## src/rtl/dmem_arbiter.sv

```systemverilog
// Two-port arbiter for the single-port data memory: round-robin with bounded lock
// bursts, alignment/range checking and a registered response one cycle after grant.
module dmem_arbiter #(
  parameter int unsigned DEPTH    = 64,
  parameter int unsigned MAX_LOCK = 4
) (
  input  logic        clk,
  input  logic        rst_n,
  input  logic        req0,
  input  logic        req1,
  input  logic        we0,
  input  logic        we1,
  input  logic        lock0,
  input  logic        lock1,
  input  logic [31:0] addr0,
  input  logic [31:0] addr1,
  input  logic [31:0] wdata0,
  input  logic [31:0] wdata1,
  output logic        gnt0,
  output logic        gnt1,
  output logic        rvalid0,
  output logic        rvalid1,
  output logic        rerr0,
  output logic        rerr1,
  output logic [31:0] rdata0,
  output logic [31:0] rdata1,
  output logic [31:0] mem_a,
  output logic [31:0] mem_wd,
  output logic        mem_we,
  input  logic [31:0] mem_rd
);

  localparam int unsigned CntW      = $clog2(MAX_LOCK + 1);
  localparam logic [31:0] AddrLimit = 32'(DEPTH * 4);

  logic            rr_q;        // 1 = port 1 preferred on contention
  logic            lock_vld_q;
  logic            lock_own_q;
  logic [CntW-1:0] lock_cnt_q;

  logic        sel;
  logic        gnt_any;
  logic [31:0] sel_addr;
  logic [31:0] sel_wdata;
  logic        sel_we;
  logic        sel_lock;
  logic        other_req;
  logic        legal;

  // Grants are forced low in reset so nothing reaches the memory.
  always_comb begin
    sel  = 1'b0;
    gnt0 = 1'b0;
    gnt1 = 1'b0;
    if (rst_n) begin
      if (req0 && !req1) begin
        gnt0 = 1'b1;
      end else if (req1 && !req0) begin
        gnt1 = 1'b1;
      end else if (req0 && req1) begin
        if (lock_vld_q && (lock_cnt_q < CntW'(MAX_LOCK))) sel = lock_own_q;
        else                                             sel = rr_q;
        gnt0 = !sel;
        gnt1 = sel;
      end
    end
  end

  always_comb begin
    gnt_any   = gnt0 | gnt1;
    sel_addr  = gnt1 ? addr1  : addr0;
    sel_wdata = gnt1 ? wdata1 : wdata0;
    sel_we    = gnt1 ? we1    : we0;
    sel_lock  = gnt1 ? lock1  : lock0;
    other_req = gnt1 ? req0   : req1;
    legal     = (sel_addr[1:0] == 2'b00) && (sel_addr < AddrLimit);
    mem_a     = sel_addr;
    mem_wd    = sel_wdata;
    mem_we    = gnt_any & sel_we & legal;
  end

  // The lock counter includes the acquiring grant, so an owner gets MAX_LOCK
  // contended grants before the other port wins the round-robin.
  always_ff @(posedge clk or negedge rst_n) begin
    if (!rst_n) begin
      rr_q       <= 1'b0;
      lock_vld_q <= 1'b0;
      lock_own_q <= 1'b0;
      lock_cnt_q <= '0;
    end else if (gnt_any) begin
      rr_q <= !gnt1;
      if (!sel_lock) begin
        lock_vld_q <= 1'b0;
        lock_cnt_q <= '0;
      end else if (lock_vld_q && (lock_own_q == gnt1)) begin
        if (other_req) lock_cnt_q <= lock_cnt_q + CntW'(1);
      end else begin
        lock_vld_q <= 1'b1;
        lock_own_q <= gnt1;
        lock_cnt_q <= CntW'(other_req);
      end
    end
  end

  always_ff @(posedge clk or negedge rst_n) begin
    if (!rst_n) begin
      rvalid0 <= 1'b0;
      rvalid1 <= 1'b0;
      rerr0   <= 1'b0;
      rerr1   <= 1'b0;
      rdata0  <= '0;
      rdata1  <= '0;
    end else begin
      rvalid0 <= gnt0;
      rvalid1 <= gnt1;
      rerr0   <= gnt0 & !legal;
      rerr1   <= gnt1 & !legal;
      if (gnt0) rdata0 <= (legal && !we0) ? mem_rd : 32'h0;
      if (gnt1) rdata1 <= (legal && !we1) ? mem_rd : 32'h0;
    end
  end

endmodule

```

## config.mk

```make
export PLATFORM = sky130hd
export DESIGN_NAME = dmem_arbiter
export DESIGN_NICKNAME = d
export VERILOG_FILES = /design/src/rtl/dmem_arbiter.sv
export SDC_FILE = /design/constraint.sdc
export NUM_CORES = 1
export LEC_CHECK = 0
export ABC_AREA = 1
export CORE_AREA = 2 2 117 119
export CTS_BUF_LIST = sky130_fd_sc_hd__clkbuf_4
export CTS_CLUSTER_SIZE = 30
export DETAILED_ROUTE_END_ITERATION = 7
export DIE_AREA = 0 0 119 121
export GPL_ROUTABILITY_DRIVEN = 0
export GPL_TIMING_DRIVEN = 0
export PLACE_DENSITY_LB_ADDON = 0.12
export REMOVE_ABC_BUFFERS = 1
export SYNTH_ARGS = -nofsm -noshare
export SYNTH_HDL_FRONTEND = slang
export SYNTH_SLANG_ARGS = --single-unit
```

## constraint.sdc

```tcl
create_clock -name clk -period 2.3 [get_ports clk]
set_input_delay 0.345 -clock clk [delete_from_list [all_inputs] [get_ports clk]]
set_output_delay 0.345 -clock clk [all_outputs]
set_load 0.01 [all_outputs]
```

==> summary.md, run 1 <==
| Metric | Value |
|---|---|
| Simple-gate portion of the synthesized area | `44.36%` |
| Initial DRC count | `335` |
| Met3 WL | `1890 um` |
| Primary FF master, synth | `dfrtp_1` |
| Mapped Avg Cell Area | `6.646 um^2` |
| Placed cell count | `1110` |
| Synth cell types | `24` |
| Grt ovf | `0` |
| Post-synthesis adder-cell area fraction | `0.2797%` |
| Top Layer Used | `met4` |
| MaxCap Viol Count | `0` |
| Vias per cell | `4.831` |
| Static leakage | `4.642 nW` |
| Total number of vias | `5836` |
| DRC viols | `0` |
| First-pass GRT wire length | `30480 um` |
| Period utilisation layout | `119.6%` |
| Worst-Skew Late Latency | `430 ps` |
| Final min period | `2751 ps` |
| Post-DP HPWL | `12320 um` |
| Power Density | `446.7 nW/um^2` |
| Finished Layout Cells | `1208` |
| Status | `complete, but fails checks` |
| Clk root buf | `clkbuf_4` |
| Layout fillers | `1101` |
| Violated checks | `negative setup slack` |
| Die ar. | `14400 um^2` |
| Pre-CTS setup slack | `-2901 ps` |
| Area of the multi-input gates | `2539 um^2` |
| Chip height | `121 um` |
| Complex-gate fraction of the synthesized area | `1.343%` |
| Fin. Hold Viols | `0` |
| Fin worst setup slack | `-450.8 ps` |
| Synthesized instance count | `673` |
| Core Region | `13090 um^2` |
| Worst-Margin Slew | `1188 ps` |
| Multiplexer area fraction after synthesis | `0.2238%` |
| RSZ-0062 raised after global routing | `true` |
| WL met2 | `11030 um` |
| Crit path DAT | `2410 ps` |
| Peak supply drop | `0.0003037 V` |
| Worst Path Max Fanout | `4` |
| Slew margin rel. | `20.74%` |
| XOR/XNOR Fraction of Synth Area | `0.1958%` |
| Gr usage total | `27.71%` |
| Vias in the first global route | `5106` |
| Clock transition at the registers of the reported paths | `120 ps` |
| Fin nets | `1196` |
| I/O Buffers | `302` |
| Register area | `1853 um^2` |
| Critical Path Source Type | `register` |
| I/O pin total | `303` |
| Clock Skews | `21.21 ps` |
| Area Overhead vs Synth | `102.1%` |
| Ys async rst share | `100.0%` |
| Crit. End Element | `output pin` |
| Ant diodes | `0` |
| Post-synth top area share | `41.40%` |
| # rows | `42` |
| Final Power | `4.038 mW` |
| Yosys warns | `0` |
| Routed wire length per instance | `18.57 um` |
| Max clock buf depth | `2` |
| CTS tree | `done` |
| Sequential cell area fraction in the yosys report | `41.40%` |
| Post-Route WL | `22430 um` |
| Final ANT Viol Nets | `0` |
| Synth top area cells | `dfrtp_1 41%, nand2_1 27%, nand4_1 9.0%` |
| H-Tree Level Count | `3` |
| Die W | `119 um` |
| Max Clk Rate | `0.3635 GHz` |
| Post-synth top area cell | `dfrtp_1` |
| Slew Limit Fails | `0` |
| Largest net degree at the start of global routing | `46` |
| Commonest cells in the synthesized netlist | `325 x nand2_1, 74 x dfrtp_1, 70 x inv_1, 64 x nand4_1, 50 x nor2_1` |
| Initial core utilization | `34.18%` |
| WS Path Type | `register to output pin` |
| Cell with the most instances after synthesis | `nand2_1` |
| Initial antenna violation count | `0` |
| Layout cell share with drive strength beyond 1 | `22.00%` |
| Yosys reg bits | `74` |
| Largest family of logic cells by synthesized area | `simple AND/OR/NAND/NOR gates` |
| Cts bufs inserted | `9` |
| Placement Cell Area | `7553 um^2` |
| CTS Sinks | `74` |
| Hold crit path type | `primary input to async pin` |
| Hold WS | `8.141 ps` |
| Required time of the worst setup path | `1960 ps` |
| M1 WL | `9010 um` |
| First-pass DRT Iterations | `7` |
| Fin area | `9039 um^2` |
| Number of synthesized flops with an enable pin | `0` |
| Post-Syn Area | `4473 um^2` |
| Final Setup Violations | `110` |
==> where the power goes <==
part	internal (mW)	switching, mW
registers	1.35	0.0400
logic	0.904	0.931
clock network	0.337	0.480
==> registers in the layout, indices dropped and copies added (netlist names) <==
signal / flops
lock_cnt_q: 3
rr_q: 1
rvalid1: 1
rdata0: 32
rerr0: 1
rdata1: 32
lock_own_q: 1
rerr1: 1
lock_vld_q: 1
rvalid0: 1
==> logic make-up (layout without fill, tap and decap cells) <==
logic type	count (synthesis)	count (layout)
and+or+nand+nor	465	476
buffers and inverters	119	467
DFF	74	74
AOI/OAI and AO/OA	12	12
adders and majority gates	1	1
xor gates and xnor gates	1	1
muxes	1	1
==> layout by cell type, fill, tap and decap left out, types with 8 or more instances in the layout <==
master	n
buf_12	17
buf_2	17
buf_4	25
buf_6	28
clkbuf_2	17
clkbuf_4	10
clkdlybuf4s50_1	244
dfrtp_1	73
inv_1	69
nand2_1	279
nand2_2	37
nand2_4	11
nand3_1	8
nand3b_1	10
nand4_1	64
nor2_1	39
nor2_4	9
==> layer usage <==
layer | up-vias | track usage, %
li1 | 2822 | -
met1 | 2717 | 36.44
met4 | 0 | 6.622
met5 | - | 0
met2 | 268 | 46.16
met3 | 29 | 6.626
==> worst max-delay path, stage by stage, from the launching register on <==
cell and delay [ps]:
dfrtp_1 410, inv_2 100, nand2_2 70, nand2_4 70, nand3_4 80, buf_8 160
buf_4 140, nand3_1 60, nand2_1 80, nor2_2 120, nand3_2 110, nor2_4 210
nand2_2 90, a21oi_2 120, buf_2 150
==> final timing paths <==
path,from,cells after the start,to,slack (ps)
max,lock_cnt_q[2],14,mem_we,-450
min,rst_n,3,rerr1,8
max reg2reg,lock_cnt_q[2],19,rdata0[11],-100
min reg2reg,rdata0[3],2,rdata0[3],490
max in group asynchronous,rst_n,2,rdata1[16],1640
min in group clk,rst_n,4,rvalid0,420
==> repair_timing <==
item                                    4_1_cts  5_1_grt
endpoints found under the hold margin        40        0
setup buffers                                21       31
endpoints found under the setup margin      139      133
gates cloned                                 15       13
gates resized for setup                     141      192
pin swaps                                    19       46
hold buffers                                  2        0
==> metrics by stage <==
step | utilization, % | setup TNS (ps)
after detailed placement | 57.73 | -252470
after global routing | 69.08 | -26440
after floorplan | - | -125100
after global placement | 56.92 | -915420
final | 69.08 | -11590
after CTS | 63.06 | -17060
==> area by class of cell <==
class | instances | share of cell area (%)
clock buffers | 10 | 0.8306
clock inverters | 6 | 0.6368
inverters | 74 | 3.654
multi-input cells | 491 | 28.09
flip-flops and latches | 74 | 20.50
well taps | 176 | 2.436
repair buffers | 371 | 42.93
repair inverters | 6 | 0.9275
(Power assumes the default switching activity.)
==> run 2, diff against run 1 <==
==> constraint.sdc (replaced) <==
create_clock -name clk -period 2.9 [get_ports clk]
set_input_delay 0.435 -clock clk [delete_from_list [all_inputs] [get_ports clk]]
set_output_delay 0.435 -clock clk [all_outputs]
set_load 0.01 [all_outputs]
==> summary.md, run 2 (synthesized netlist as in run 1, its figures left out) <==
| Metric | Value |
|---|---|
| Top Family by Delay on Critical Path | `simple AND/OR/NAND/NOR gates (unchanged)` |
| Initial antenna violation count | `0 (unchanged)` |
| Slew margin rel. | `20.95% (was 20.74%)` |
| RSZ-0062 raised after global routing | `true (unchanged)` |
| First-pass DRT Iterations | `5 (was 7)` |
| Layout cell share with drive strength beyond 1 | `9.717% (was 22.00%)` |
| Final Core Density | `63.35% (was 69.08%)` |
| Chip height | `121 um (unchanged)` |
| Final Setup Violations | `0 (was 110)` |
| Worst Path Max Fanout | `4 (unchanged)` |
| Static leakage | `4.209 nW (was 4.642 nW)` |
| Met1 usage | `35.65% (was 36.44%)` |
| NetSw | `1.054 mW (was 1.451 mW)` |
| Layout fillers | `1189 (was 1101)` |
| Clock Skews | `16.48 ps (was 21.21 ps)` |
| First-pass GRT wire length | `29590 um (was 30480 um)` |
| Met3 usage in global routing | `5.451% (was 6.626%)` |
| Crit path DAT | `2430 ps (was 2410 ps)` |
| # rows | `42 (unchanged)` |
| Fin. Hold Viols | `0 (unchanged)` |
| CP peak stage delay | `450 ps (was 410 ps)` |
| Total number of vias | `5472 (was 5836)` |
| Die W | `119 um (unchanged)` |
| Clock share of power | `21.1% (was 20.2%)` |
| Post-DP HPWL | `12320 um (unchanged)` |
| Max clock buf depth | `2 (unchanged)` |
| DRC viols | `0 (unchanged)` |
| CTS Sinks | `74 (unchanged)` |
| I/O Buffers | `302 (unchanged)` |
| Crit-path slowest cell | `dfrtp_1 (unchanged)` |
| Area Overhead vs Synth | `85.31% (was 102.1%)` |
| Core Region | `13090 um^2 (unchanged)` |
| Worst path most repeated cell | `nand3_2 (was nand2_2)` |
| Slew Limit Fails | `0 (unchanged)` |
| Worst-Margin Slew | `1184 ps (was 1188 ps)` |
| Initial core utilization | `34.18% (unchanged)` |
| Critical Path Source Type | `register (unchanged)` |
| Largest regs | `rdata0 (32), rdata1 (32), lock_cnt_q (3) (unchanged)` |
| WS Path Type | `register to output pin (unchanged)` |
| Routed wire length per instance | `17.43 um (was 18.57 um)` |
| Initial DRC count | `344 (was 335)` |
| Status | `completed (was complete, but fails checks)` |
| Crit path cell chain | `nand3_2 -> nand3_4 -> buf_12 -> buf_4 -> nand3_1 -> nand2_1 -> nor2_2 -> nand3_2 -> nor2_4 -> nand2_2 -> a21oi_2 -> buf_2 (was inv_2 -> nand2_2 -> nand2_4 -> nand3_4 -> buf_8 -> buf_4 -> nand3_1 -> nand2_1 -> nor2_2 -> nand3_2 -> nor2_4 -> nand2_2 -> a21oi_2 -> buf_2)` |
| Most frequent cells in the layout | `312 x nand2_1, 296 x clkdlybuf4s50_1, 74 x dfrtp_1, 69 x inv_1, 64 x nand4_1 (was 279 x nand2_1, 244 x clkdlybuf4s50_1, 73 x dfrtp_1, 69 x inv_1, 64 x nand4_1)` |
| CTS tree | `done (unchanged)` |
| H-Tree Level Count | `3 (unchanged)` |
| Vias per cell | `4.701 (was 4.831)` |
| Top Usage Layer GRT | `met2 (unchanged)` |
| Share of power burned in registers | `35.9% (was 34.3%)` |
| Clk root buf | `clkbuf_4 (unchanged)` |
| Fin nets | `1152 (was 1196)` |
| Gr usage total | `26.74% (was 27.71%)` |
| Cts bufs inserted | `9 (unchanged)` |
| Sw frac | `34.69% (was 35.94%)` |
| Clock transition at the registers of the reported paths | `130 ps (was 120 ps)` |
| Post-Route WL | `20290 um (was 22430 um)` |
| Period utilisation layout | `98.63%` |
| Largest net degree at the start of global routing | `50 (was 46)` |
| Met2 usage | `45.26% (was 46.16%)` |
| I/O pin total | `303 (unchanged)` |
| MaxCap Viol Count | `0 (unchanged)` |
| Max Clk Rate | `0.3496 GHz` |
| Share of total power in combinational logic | `43.0% (was 45.5%)` |
| Hold crit path type | `primary input to async pin (unchanged)` |
| Peak supply drop | `0.0002296 V (was 0.0003037 V)` |
| Ant diodes | `0 (unchanged)` |
| Final min period | `2860 ps` |
| Worst-Skew Late Latency | `430 ps (about the same)` |
| Grt ovf | `0 (unchanged)` |
| Most common cell after layout, fill and taps aside | `nand2_1 (unchanged)` |
| Crit. End Element | `output pin (unchanged)` |
| Die ar. | `14400 um^2 (unchanged)` |
| Required time of the worst setup path | `2470 ps (was 1960 ps)` |
| Power Density | `366.7 nW/um^2 (was 446.7 nW/um^2)` |
| Hold WS | `95.39 ps (was 8.141 ps)` |
| Vias in the first global route | `4956 (was 5106)` |
| Internal | `1.986 mW (was 2.586 mW)` |
| Final ANT Viol Nets | `0 (unchanged)` |
| Buffers & Inverters on Critical Path | `3 (was 4)` |
run 2: tightest hold or removal path: cells and delay by family:
kind,cells,cell delay (ps)
buffers and inverters,3,450
run 2: area by class of cell:
class	count	area [um^2]	share of cell area, %
Clock buffer	10	75.07	0.9057
Timing Repair inverter	4	45.04	0.5434
Multi-Input combinational cell	491	2361	28.48
Clock inverter	6	57.56	0.6943
Tap cell	176	220.2	2.657
Sequential cell	74	1852	22.34
Inverter	74	330.3	3.985
Timing Repair Buffer	329	3348	40.39
run 2: per-layer routing:
metal,up-vias,part of all wire [%]
met1,2524,43
met5,-,0
met2,202,49
met4,0,0.68
met3,10,7.2
li1,2736,-
run 2: what timing repair did:
item	4_1_cts	5_1_grt
hold buffers	3	0
pin swaps	11	14
endpoints found under the hold margin	7	0
cloned	12	4
setup endpoints to repair	137	20
setup buffers	14	5
resized for setup	34	26
run 2: path summary, 6_finish.rpt:
| check | cells after the start | end | slack (ps) | startpoint |
|---|---|---|---|---|
| worst max-delay path | 12 | mem_we | 40 | lock_vld_q |
| worst min-delay path | 3 | rerr1 | 100 | rst_n |
| worst max register to register | 14 | rdata1[0] | 190 | lock_vld_q |
| worst min register to register | 2 | rdata1[3] | 490 | rdata1[3] |
| max in group asynchronous | 3 | rdata0[27] | 1940 | rst_n |
| min in group clk | 3 | rvalid0 | 450 | req0 |
run 2: per-stage QoR:
step / setup TNS [ps] / setup slack, ps / power, mW / instances / cell area [um^2]
2_1_floorplan: -80940 / -1835 / 1.523 / 628 / 4205
3_3_place_gp: -811800 / -7526 / 2.125 / 1106 / 7448
3_5_place_dp: -187690 / -2481 / 2.142 / 1110 / 7553
4_1_cts: 0 / 4.422 / 2.980 / 1155 / 8107
5_1_grt: -84.95 / -84.95 / 3.198 / 1164 / 8289
6_report: 0 / 39.87 / 3.040 / 1164 / 8289
run 2: power groups by stage:
stage | logic (mW) | clock network [mW] | registers [mW]
after floorplan | 0.414 | 0 | 1.11
after global placement | 1.02 | 0 | 1.11
after detailed placement | 1.03 | 0 | 1.11
after CTS | 1.23 | 0.659 | 1.09
after global routing | 1.40 | 0.699 | 1.10
final | 1.31 | 0.642 | 1.09
==> run 3, diff against run 2 <==
--- a/config.mk
+++ b/config.mk
@@ -14,7 +14,6 @@
 export GPL_ROUTABILITY_DRIVEN = 0
 export GPL_TIMING_DRIVEN = 0
 export PLACE_DENSITY_LB_ADDON = 0.12
-export REMOVE_ABC_BUFFERS = 1
 export SYNTH_ARGS = -nofsm -noshare
 export SYNTH_HDL_FRONTEND = slang
 export SYNTH_SLANG_ARGS = --single-unit
==> summary.md, run 3 (synthesized netlist as in run 1, its figures left out) <==
| Metric | Value |
|---|---|
| Critical R2R Capture | `rdata1[20] (was rdata1[0])` |
| Most frequent cells in the layout | `322 x nand2_1, 278 x clkdlybuf4s50_1, 74 x dfrtp_1, 70 x inv_1, 64 x nand4_1 (was 312 x nand2_1, 296 x clkdlybuf4s50_1, 74 x dfrtp_1, 69 x inv_1, 64 x nand4_1)` |
| Most common cell after layout, fill and taps aside | `nand2_1 (unchanged)` |
| CTS tree | `done (unchanged)` |
| H-Tree Level Count | `3 (unchanged)` |
| Initial DRC count | `245 (was 344)` |
| Worst R2R Start | `lock_cnt_q[2] (was lock_vld_q)` |
| Reg2Reg Setup Slack | `570 ps (was 190 ps)` |
| Fin. Hold Viols | `0 (unchanged)` |
| Largest net degree at the start of global routing | `32 (was 50)` |
| Layout cell share with drive strength beyond 1 | `7.178% (was 9.717%)` |
| WS Path Type | `primary input to output pin (was register to output pin)` |
| Clock Skews | `11.26 ps (was 16.48 ps)` |
| Die ar. | `14400 um^2 (unchanged)` |
| Post-DP HPWL | `14310 um (was 12320 um)` |
| MaxCap Viol Count | `0 (unchanged)` |
| Crit path cell chain | `clkdlybuf4s50_1 -> nand2_1 -> inv_4 -> nand2_4 -> clkbuf_16 -> o21ai_1 -> nand2_1 -> nor2_1 -> nand2_1 -> nor2_2 -> buf_6 -> nand2_1 -> a21oi_2 -> buf_4 (was nand3_2 -> nand3_4 -> buf_12 -> buf_4 -> nand3_1 -> nand2_1 -> nor2_2 -> nand3_2 -> nor2_4 -> nand2_2 -> a21oi_2 -> buf_2)` |
| Status | `complete, but fails checks (was completed)` |
| Final ANT Viol Nets | `0 (unchanged)` |
| Setup TNS | `-27.40 ps (was 0 ps)` |
| Crit path DAT | `2480 ps (was 2430 ps)` |
| I/O pin total | `303 (unchanged)` |
| Initial core utilization | `34.18% (unchanged)` |
| Violated checks | `negative setup slack` |
| Cell count of the worst reg-to-reg path | `15 (was 14)` |
| Clk root buf | `clkbuf_4 (unchanged)` |
| Buffers & Inverters on Critical Path | `5 (was 3)` |
| CP peak stage delay | `500 ps (was 450 ps)` |
| Worst path most repeated cell | `nand2_1 (was nand3_2)` |
| Slew Limit Fails | `0 (unchanged)` |
| DRC viols | `0 (unchanged)` |
| First-pass GRT wire length | `28970 um (was 29590 um)` |
| Chip height | `121 um (unchanged)` |
| Initial antenna violation count | `6 (was 0)` |
| Mapped Nets | `842` |
| Static leakage | `4.308 nW (was 4.209 nW)` |
| Share of power burned in registers | `37.3% (was 35.9%)` |
| Vias per cell | `4.621 (was 4.701)` |
| Power Density | `358.4 nW/um^2 (was 366.7 nW/um^2)` |
| Top Family by Delay on Critical Path | `buffers and inverters (was simple AND/OR/NAND/NOR gates)` |
| Fin nets | `1168 (was 1152)` |
| I/O Buffers | `302 (unchanged)` |
| Vias in the first global route | `5236 (was 4956)` |
| Routed wire length per instance | `15.81 um (was 17.43 um)` |
| Total number of vias | `5457 (was 5472)` |
| NetSw | `0.9430 mW (was 1.054 mW)` |
| Internal | `1.992 mW (was 1.986 mW)` |
| Max Clk Rate | `0.3425 GHz (was 0.3496 GHz)` |
| Fin area | `8188 um^2 (was 8289 um^2)` |
| Core Region | `13090 um^2 (unchanged)` |
| Largest regs | `rdata0 (32), rdata1 (32), lock_cnt_q (3) (unchanged)` |
| Sw frac | `32.13% (was 34.69%)` |
| Period utilisation layout | `100.7% (was 98.63%)` |
| Hold crit path type | `primary input to async pin (unchanged)` |
| Cts bufs inserted | `9 (unchanged)` |
| Worst-Skew Late Latency | `430 ps (about the same)` |
| Crit. End Element | `output pin (unchanged)` |
| Placement Cell Area | `7741 um^2 (was 7553 um^2)` |
| RSZ-0062 raised after global routing | `true (unchanged)` |
| Fin worst setup slack | `-19.70 ps (was 39.87 ps)` |
| Post-Route WL | `18680 um (was 20290 um)` |
| Worst Path Max Fanout | `10 (was 4)` |
| # rows | `42 (unchanged)` |
| Crit-path slowest cell | `clkdlybuf4s50_1 (was dfrtp_1)` |
| Required time of the worst setup path | `2470 ps (about the same)` |
| Slew margin rel. | `52.86% (was 20.95%)` |
| Die W | `119 um (unchanged)` |
| Area Overhead vs Synth | `83.05% (was 85.31%)` |
| Share of total power in combinational logic | `38.3% (was 43.0%)` |
| Critical Path Source Type | `primary input (was register)` |
| Clock transition at the registers of the reported paths | `120 ps (was 130 ps)` |
| Peak supply drop | `0.0001980 V (was 0.0002296 V)` |
| Hold WS | `117.8 ps (was 95.39 ps)` |
| Max clock buf depth | `2 (unchanged)` |
| First-pass DRT Iterations | `5 (unchanged)` |
| Grt ovf | `0 (unchanged)` |
| Final min period | `2920 ps (was 2860 ps)` |
| Clock share of power | `24.4% (was 21.1%)` |
| CTS Sinks | `74 (unchanged)` |
| Final Setup Violations | `2 (was 0)` |
| Gr usage total | `25.90% (was 26.74%)` |
| Worst-Margin Slew | `704.8 ps (was 1184 ps)` |
[run 3: cell count changes in the layout (fill, tap and decap cells not counted), moves of 5 or more]
cell | before | now
buf_6 | 2 | 10
clkbuf_1 | 0 | 12
clkdlybuf4s50_1 | 296 | 278
dlygate4sd2_1 | 0 | 15
nand2_1 | 312 | 322
nand2_2 | 12 | 3
nand2_8 | 6 | 1
nor2_1 | 40 | 48
nor2_2 | 9 | 3
[run 3: layout make-up]
class / count / area [um^2]
diodes: 2 / 5.005
inverters: 74 / 280.3
flip-flops and latches: 74 / 1852
repair buffers: 314 / 3217
fillers: 1250 / 4897
clock inverters: 6 / 82.58
multi-input cells: 481 / 2121
plain buffers: 45 / 342.8
clock buffers: 9 / 67.56
well taps: 176 / 220.2
[run 3: worst max path at each step]
stage	cells after the start	to	slack (ps)	start
6_report	14	mem_we	-20	req1
5_1_grt	14	mem_we	-200	lock_cnt_q[2]
4_1_cts	14	mem_we	-120	lock_cnt_q[2]
3_5_place_dp	15	mem_we	-890	rst_n
3_3_place_gp	14	mem_we	-3620	rst_n
2_1_floorplan	15	mem_we	590	lock_cnt_q[2]
[run 3: power groups by stage]
stage,Clock (mW),Combinational (mW),Sequential (mW)
after floorplan,0,0.448,1.11
after global placement,0,1.05,1.11
after detailed placement,0,1.06,1.11
after CTS,0.739,1.10,1.09
after global routing,0.786,1.22,1.10
final,0.716,1.12,1.09
[run 3: metal layers]
layer  vias to the layer above  global-route usage, %  wire [um]
met1                      2465                  31.77       7925
met4                         8                  5.952        380
met5                         -                      0         53
met2                       203                  42.42       8607
li1                       2748                      -          -
met3                        33                  10.90       1708
[run 3: metrics by stage]
step / cells / power (mW) / setup WS [ps] / util (%)
finish: 1181 / 2.935 / -19.70 / 62.57
global route: 1180 / 3.109 / -201.4 / 62.56
CTS: 1174 / 2.933 / -115.9 / 61.64
detailed placement: 1152 / 2.174 / -887.3 / 59.16
global placement: 1151 / 2.166 / -3621 / 58.97
floorplan: 673 / 1.557 / 593.0 / -
[run 3: repair_timing]
item | 4_1_cts | 5_1_grt
setup endpoints to repair | 49 | 24
hold buffers | 2 | 0
endpoints found under the hold margin | 13 | 0
gates cloned | 2 | 3
resized for setup | 47 | 19
pin swaps | 1 | 4
setup buffers | 3 | 2
